==> config.mk <==
export PLATFORM = sky130hd
export DESIGN_NAME = pipe_hazard_ctrl
export DESIGN_NICKNAME = d
export VERILOG_FILES = /design/src/rtl/pipe_pkg.sv /design/src/rtl/load_use_detect.sv /design/src/rtl/pipe_hazard_ctrl.sv
export SDC_FILE = /design/constraint.sdc
export NUM_CORES = 1
export LEC_CHECK = 0
export ABC_AREA = 1
export CAP_MARGIN = 20
export CORE_AREA = 2 2 56 48
export CTS_CLUSTER_DIAMETER = 40
export DETAILED_ROUTE_END_ITERATION = 8
export DIE_AREA = 0 0 58 50
export DONT_BUFFER_PORTS = 1
export HOLD_SLACK_MARGIN = 0.08
export PLACE_DENSITY = 0.74
export SETUP_SLACK_MARGIN = 0.4
export SLEW_MARGIN = 20
export SYNTH_ARGS = -nofsm -noshare
export SYNTH_HDL_FRONTEND = slang
export SYNTH_SLANG_ARGS = --single-unit
==> constraint.sdc <==
create_clock -name clk -period 1.5 [get_ports clk]
set_input_delay 0.45 -clock clk [delete_from_list [all_inputs] [get_ports clk]]
set_output_delay 0.45 -clock clk [all_outputs]
set_load 0.005 [all_outputs]
==> src/rtl/pipe_pkg.sv <==
// pipe_pkg: shared types and constants for the pipeline control blocks
package pipe_pkg;
    localparam int REG_W = 5;
    localparam logic [REG_W-1:0] REG_ZERO = '0;
    typedef enum logic {RUN, MEM_WAIT} state_t;
endpackage

==> src/rtl/load_use_detect.sv <==
// load_use_detect: flags an ID instruction that reads the register an EX load is about to write
module load_use_detect
    import pipe_pkg::*;
(
    input  logic [REG_W-1:0] id_rs,
    input  logic [REG_W-1:0] id_rt,
    input  logic             id_uses_rt,
    input  logic             ex_memread,
    input  logic [REG_W-1:0] ex_wn,
    output logic             load_use
);
    assign load_use = ex_memread & (ex_wn != REG_ZERO) &
                      ((ex_wn == id_rs) | (id_uses_rt & (ex_wn == id_rt)));
endmodule

==> src/rtl/pipe_hazard_ctrl.sv <==
// pipe_hazard_ctrl: stall/flush controller for load-use, taken-branch and data-memory wait hazards
// Define PIPE_HAZARD_PERF_EN to build the stall/flush performance counters.
module pipe_hazard_ctrl
    import pipe_pkg::*;
#(
    parameter int MAX_WAIT = 255,
    parameter int WAIT_W   = 8,
    parameter int CNT_W    = 32
) (
    input  logic             clk,
    input  logic             reset,
    input  logic [REG_W-1:0] id_rs,
    input  logic [REG_W-1:0] id_rt,
    input  logic             id_uses_rt,
    input  logic             ex_memread,
    input  logic [REG_W-1:0] ex_wn,
    input  logic             branch_taken,
    input  logic             mem_req,
    input  logic             dmem_ready,
    output logic             pc_en,
    output logic             ifid_en,
    output logic             ifid_flush,
    output logic             idex_en,
    output logic             idex_flush,
    output logic             exmem_en,
    output logic             memwb_en,
    output logic             mem_stall,
    output logic             timeout_err,
    output logic [CNT_W-1:0] stall_cnt,
    output logic [CNT_W-1:0] flush_cnt
);
    localparam logic [WAIT_W-1:0] MAX_W = WAIT_W'(MAX_WAIT);

    state_t            state;
    logic [WAIT_W-1:0] wait_cnt;
    logic              load_use, freeze, run, stall, flush;

    load_use_detect u_lud (
        .id_rs      (id_rs),
        .id_rt      (id_rt),
        .id_uses_rt (id_uses_rt),
        .ex_memread (ex_memread),
        .ex_wn      (ex_wn),
        .load_use   (load_use)
    );

    // Freeze is combinational so the pipeline stops in the same cycle memory misses.
    assign freeze = !dmem_ready & ((state == MEM_WAIT) | mem_req);
    assign run    = !reset & !freeze;
    assign flush  = run & branch_taken;
    assign stall  = run & load_use & !branch_taken;

    assign pc_en      = run & !stall;
    assign ifid_en    = run & !stall;
    assign ifid_flush = flush;
    assign idex_en    = run;
    assign idex_flush = flush | stall;
    assign exmem_en   = run;
    assign memwb_en   = run;
    assign mem_stall  = !reset & freeze;

    always_ff @(posedge clk) begin
        if (reset) begin
            state       <= RUN;
            wait_cnt    <= '0;
            timeout_err <= 1'b0;
        end else if (state == RUN) begin
            if (mem_req & !dmem_ready) begin
                state    <= MEM_WAIT;
                wait_cnt <= '0;
            end
        end else begin
            if (wait_cnt != MAX_W) wait_cnt <= wait_cnt + 1'b1;
            if (wait_cnt >= MAX_W - 1'b1) timeout_err <= 1'b1;
            if (dmem_ready) state <= RUN;
        end
    end

`ifdef PIPE_HAZARD_PERF_EN
    always_ff @(posedge clk) begin
        if (reset) begin
            stall_cnt <= '0;
            flush_cnt <= '0;
        end else begin
            if (freeze | stall) stall_cnt <= stall_cnt + 1'b1;
            if (flush) flush_cnt <= flush_cnt + 1'b1;
        end
    end
`else
    assign stall_cnt = '0;
    assign flush_cnt = '0;
`endif
endmodule

==> results of run 1 <==
==> final cells by class <==
class                   instances  area [µm²]
clock buffers                   4        36.3
fillers                       208         895
inverters                      25         114
multi-input cells             165         901
flip-flops and latches         10         215
well taps                      27        33.8
repair buffers                 14         128
==> state kept, by name, indices dropped and copies added (netlist names) <==
name         flops
timeout_err      1
state            1
wait_cnt         8
==> what timing repair did <==
action | 4_1_cts | 5_1_grt
pin swaps | 15 | 11
buffers inserted | 9 | 2
endpoints found under the setup margin | 15 | 17
gates cloned | 1 | 0
resized for setup | 27 | 14
==> worst max-delay path: cells and delay by family, from the launching register on <==
family | cells | cell delay [ns]
AO/OA/AOI/OAI | 1 | 0.16
flip-flops | 1 | 0.33
AND/OR/NAND/NOR | 4 | 0.38
==> metal layers <==
metal	share of wire (%)	routed length (µm)	vias up
li1	-	-	523
met3	8.4	207	5
met2	52	1270	56
met1	38	926	477
met5	0	0	-
met4	2.3	57	0
==> how the worst max path moves through the flow <==
| stage | endpoint | slack [ns] | depth (start not counted) |
|---|---|---|---|
| CTS | idex_flush | -0.1 | 5 |
| detailed placement | idex_flush | 0.05 | 5 |
| global route | idex_flush | -0.17 | 5 |
| floorplan | pc_en | 0.02 | 5 |
| finish | idex_flush | -0.09 | 5 |
| global placement | idex_flush | 0.05 | 5 |
==> cells in the mapped netlist (all sizes together) <==
cell type  number
conb            1
nor2           18
nand3          13
inv            25
nand2          47
dfxtp          10
a31oi           1
or2             2
nor3            3
buf            68
o21ai           1
a21oi          10
o2111ai         1
ha              2
xnor2           1
nand4           1
==> cells by family after synthesis <==
kind of cell / count (synthesis)
compound gates: 13
xor+xnor: 1
fa+ha+maj: 2
buf+inv: 93
flops: 10
other cells: 1
simple gates: 84
==> power groups by stage <==
| stage | Sequential [mW] | Combinational (mW) | Clock [mW] |
|---|---|---|---|
| after floorplan | 0.278 | 0.250 | 0 |
| after global placement | 0.278 | 0.134 | 0 |
| after detailed placement | 0.278 | 0.135 | 0 |
| after CTS | 0.271 | 0.173 | 0.255 |
| after global routing | 0.271 | 0.221 | 0.277 |
| final | 0.271 | 0.195 | 0.257 |
==> placed cells by master, fill, tap and decap left out, types with 2 or more instances in the layout <==
| cell | n |
|---|---|
| a21oi_1 | 3 |
| a21oi_2 | 7 |
| buf_4 | 8 |
| buf_6 | 6 |
| clkbuf_4 | 3 |
| conb_1 | 64 |
| dfxtp_1 | 2 |
| dfxtp_2 | 6 |
| dfxtp_4 | 2 |
| inv_1 | 16 |
| inv_2 | 6 |
| nand2_1 | 41 |
| nand2_2 | 3 |
| nand2_8 | 3 |
| nand3_1 | 5 |
| nand3_2 | 7 |
| nor2_1 | 13 |
| nor2_4 | 4 |
| nor3_2 | 2 |
==> reports/qor.txt, run 1 <==
Status: complete, but fails checks
Failing checks: setup timing
H-tree levels: 1
Bufs on Longest Clock Path: 2
Top cells by area, synth: buf_4, dfxtp_1, nand2_1
Detail Placement HPWL: 1570 µm
Max Cap Viol: 0
Tmin final: 1.59 ns
Die area: 2900 µm²
# diodes: 0
GR Util met1: 16.1%
Setup tns final: -0.223 ns
Yosys Warn Count: 0
Via/cell ratio: 4.33
Combinational power share: 26.9%
Met2 Track Usage GR: 28.0%
Routed WL: 2460 µm
Top cell type's share of synthesized area: 39.4%
Clk sinks: 10
Clk pwr share: 35.6%
P_leak: 0.748 nW
Worst r2r dst: wait_cnt[1]
Core ar.: 2320 µm²
Pwr Total: 0.723 mW
Reg2reg start: wait_cnt[4]
CP arrival: 1.14 ns
Fin Clk Skew: 0.0101 ns
Final GP Congestion: 0.730
GRT Util Overall: 15.5%
Post-synth cell types: 22
Die H: 50 µm
DR DRC count: 0
Fmax: 0.631 GHz
Main combinational cell family by area after synthesis: buffers and inverters
Worst reg-to-reg setup slack: 0.26 ns
Root Buffer: clkbuf_4
Largest net degree at the start of global routing: 8
Gr busiest metal: met2
GR Util met3: 2.89%
# IOs: 95
Slowest cell on the critical path: dfxtp_2
Dpl cell area: 1130 µm²
Final worst slack: -0.0850 ns
Chip width: 58 µm
Finish-stage setup viols: 4
Hold path start: reset
Int Power: 0.484 mW
Initial Util: 55.0%
Crit end category: output port
Cell area after synthesis: 1280 µm²
Share of post-route cells with drive strength above 1: 31.2%
Worst Hold Class: input port to flip-flop
Post-Synth XOR/XNOR Area: 0.686%
CTS tree: done
Cts hold-fix bufs: 0
Placed cell count: 229
Design area: 1430 µm²
Num rows: 16
Synth-to-layout area growth: 11.9%
First-pass GRT wire length: 3440 µm
Port Buf Inserts: 0
Register share of total power: 37.5%
Synth area leader: buf_4
Adder-Cell Fraction of Synth Area: 1.96%
VDD IR-drop max: 0.387 mV
Crit Path Class: flip-flop to output port
Synth Area in Compound Gates: 5.49%
Vias in the first global route: 846
Hold slack: 0.230 ns
Post-Layout Cell Count: 245
CP cell instances: o21ai_4 > nand4_1 > nor2_2 > nand2_1 > nand2_1
Initial antenna violation count: 0
Gate Count Post-Synth: 204
Post-Route Utilization: 61.5%
DRT Pass-1 Iters: 4
Pre-CTS setup slack: 0.0534 ns
GRT Residual Overflow: 0
Tcrit/Tclk final: 106%
Via count: 1061
Clock Latency Late Sink: 0.28 ns
Crit path largest cell delay: 0.33 ns
Drt initial violations: 34
RSZ-0062 raised after global routing: yes
CP Launch Type: flip-flop
Simple-Gate Fraction of Synth Area: 28.2%
Hold depth: 1
Crit-path max FO: 3
Crit path top cell by count: nand2_1
Pwr dens: 506 nW/µm²
Final Net Count: 243
Yosys reg bits: 10
Post-route ant nets: 0
Worst Hold Path EP: wait_cnt[2]
Max Transition Viols Final: 0
CTS clk-pin slew, worst paths: 0.08 ns
TritonCTS Buffers: 3
CP Data Required Time: 1.05 ns
Fin. Hold Viols: 0
Net switching power: 0.239 mW
Post-synthesis mux area share: 0%
Syn Area/Cell: 6.26 µm²
Critical Path Source: state
Sequential element share of the synthesized area: 15.7%
Sw Ratio: 33.0%
Drt wl/cell: 10.1 µm
Reg2Reg Depth: 7
Note: power is estimated with default switching activity, not from simulation.
==> run 2: changes to the inputs <==
--- a/config.mk
+++ b/config.mk
@@ -14,6 +14,7 @@
 export DONT_BUFFER_PORTS = 1
 export HOLD_SLACK_MARGIN = 0.08
 export PLACE_DENSITY = 0.74
+export REMOVE_ABC_BUFFERS = 1
 export SETUP_SLACK_MARGIN = 0.4
 export SLEW_MARGIN = 20
 export SYNTH_ARGS = -nofsm -noshare
==> run 2 against run 1 <==
Against the previous run:
- the run still ends with setup timing left
- largest power group unchanged
- hold slack lost 0.0021 ns
- largest cell class unchanged
- sequential share of layout area up 1.2 points
- clock power decreased by 30%
==> reports/qor.txt, run 2 (synthesis results as in run 1) <==
Status: complete, but fails checks
Failing checks: setup timing
Synth-to-layout area growth: 2.55%
Drt initial violations: 23
Fin. Hold Viols: 0
Post-Layout Cell Count: 241
Share of post-route cells with drive strength above 1: 24.3%
GR Util met3: 2.36%
Filler instances: 205
Slowest cell on the critical path: dfxtp_2
H-tree levels: 1
Gr busiest metal: met2
CP cell instances: o21ai_2 > buf_6 > nand2_1 > a21oi_1
CP Launch Type: flip-flop
CTS tree: done
Hold slack: 0.228 ns
Tcrit/Tclk final: 109%
Crit end category: output port
TritonCTS Buffers: 3
GR Util met1: 16.8%
Root Buffer: clkbuf_4
Largest regs: wait_cnt x8, state x1, timeout_err x1
Pwr dens: 478 nW/µm²
GRT Residual Overflow: 0
Num rows: 16
Post-route ant nets: 0
Final Net Count: 240
Bufs on Longest Clock Path: 2
Cts hold-fix bufs: 0
Detail Placement HPWL: 1530 µm
# diodes: 0
Crit path largest cell delay: 0.32 ns
Max Cap Viol: 0
Via count: 1019
Crit Path Class: flip-flop to output port
Most frequent cells in the layout: conb_1, nand2_1, inv_1
Final GP Congestion: 0.794
Clk sinks: 10
Tmin final: 1.63 ns
Worst Hold Class: input port to flip-flop
Die area: 2900 µm²
Initial antenna violation count: 0
Core ar.: 2320 µm²
Via/cell ratio: 4.23
CP Data Required Time: 1.05 ns
GRT Util Overall: 14.4%
Initial Util: 55.0%
Fin Clk Skew: 0.00358 ns
P_leak: 0.711 nW
Crit path buf inv count: 1
Setup tns final: -0.477 ns
Crit-path max FO: 4
CTS clk-pin slew, worst paths: 0.06 ns
Die H: 50 µm
Routed WL: 2200 µm
Commonest non-fill, non-tap cell in the layout: conb_1
VDD IR-drop max: 0.328 mV
Max Transition Viols Final: 0
Biggest register: wait_cnt
Chip width: 58 µm
Final worst slack: -0.131 ns
RSZ-0062 raised after global routing: yes
Met2 Track Usage GR: 25.6%
Placed cell count: 233
Drt wl/cell: 9.14 µm
Port Buf Inserts: 0
Clock Latency Late Sink: 0.27 ns
Dpl cell area: 1080 µm²
Vias in the first global route: 792
CP arrival: 1.18 ns
Fmax: 0.613 GHz
Design area: 1310 µm²
First-pass GRT wire length: 3250 µm
Largest register FFs: 8
# IOs: 95
DRT Pass-1 Iters: 4
Delay-heaviest family, CP: compound AO/OA/AOI/OAI gates
DR DRC count: 0
Largest net degree at the start of global routing: 8
Finish-stage setup viols: 4
==> run 2: per-layer routing <==
metal,share of wire (%),up-vias
met5,0,-
met4,0.91,0
met3,9.7,2
met2,48,66
met1,41,439
li1,-,512
==> run 2: final cells by class <==
cell class,instances,area [µm²],area share (%)
tap,27,33.8,2.58
clock buffer,3,22.5,1.72
multi-input combinational,165,837,64.0
sequential,10,213,16.3
inverter,25,96.3,7.36
timing repair buffer,11,106,8.13
==> run 2: final timing paths <==
kind                  to  slack [ns]  cells past startpoint         from
max                pc_en       -0.13                      4        state
min          wait_cnt[2]        0.23                      1        reset
max reg2reg  wait_cnt[1]        0.19                      8  wait_cnt[0]
min reg2reg  timeout_err        0.46                      2  timeout_err
==> run 2: repair_timing <==
| item | 4_1_cts | 5_1_grt |
|---|---|---|
| resized for setup | 22 | 20 |
| setup endpoints to repair | 17 | 17 |
| setup buffers | 2 | 2 |
| pin swaps | 9 | 10 |
| gates cloned | 1 | 0 |
==> run 2: stage by stage <==
| stage | power [mW] | setup WS (ns) | utilization (%) |
|---|---|---|---|
| floorplan | 0.384 | 0.0249 | - |
| global placement | 0.411 | -0.0470 | 46.7 |
| detailed placement | 0.412 | -0.0666 | 46.7 |
| CTS | 0.607 | -0.160 | 51.9 |
| global route | 0.678 | -0.232 | 56.4 |
| finish | 0.626 | -0.131 | 56.4 |
==> run 2: where the power goes <==
part           internal (mW)  total (mW)  switching, mW
sequential             0.268       0.271        0.00328
clock                 0.0926       0.181         0.0888
combinational         0.0573       0.174          0.116
total                  0.418       0.626          0.209
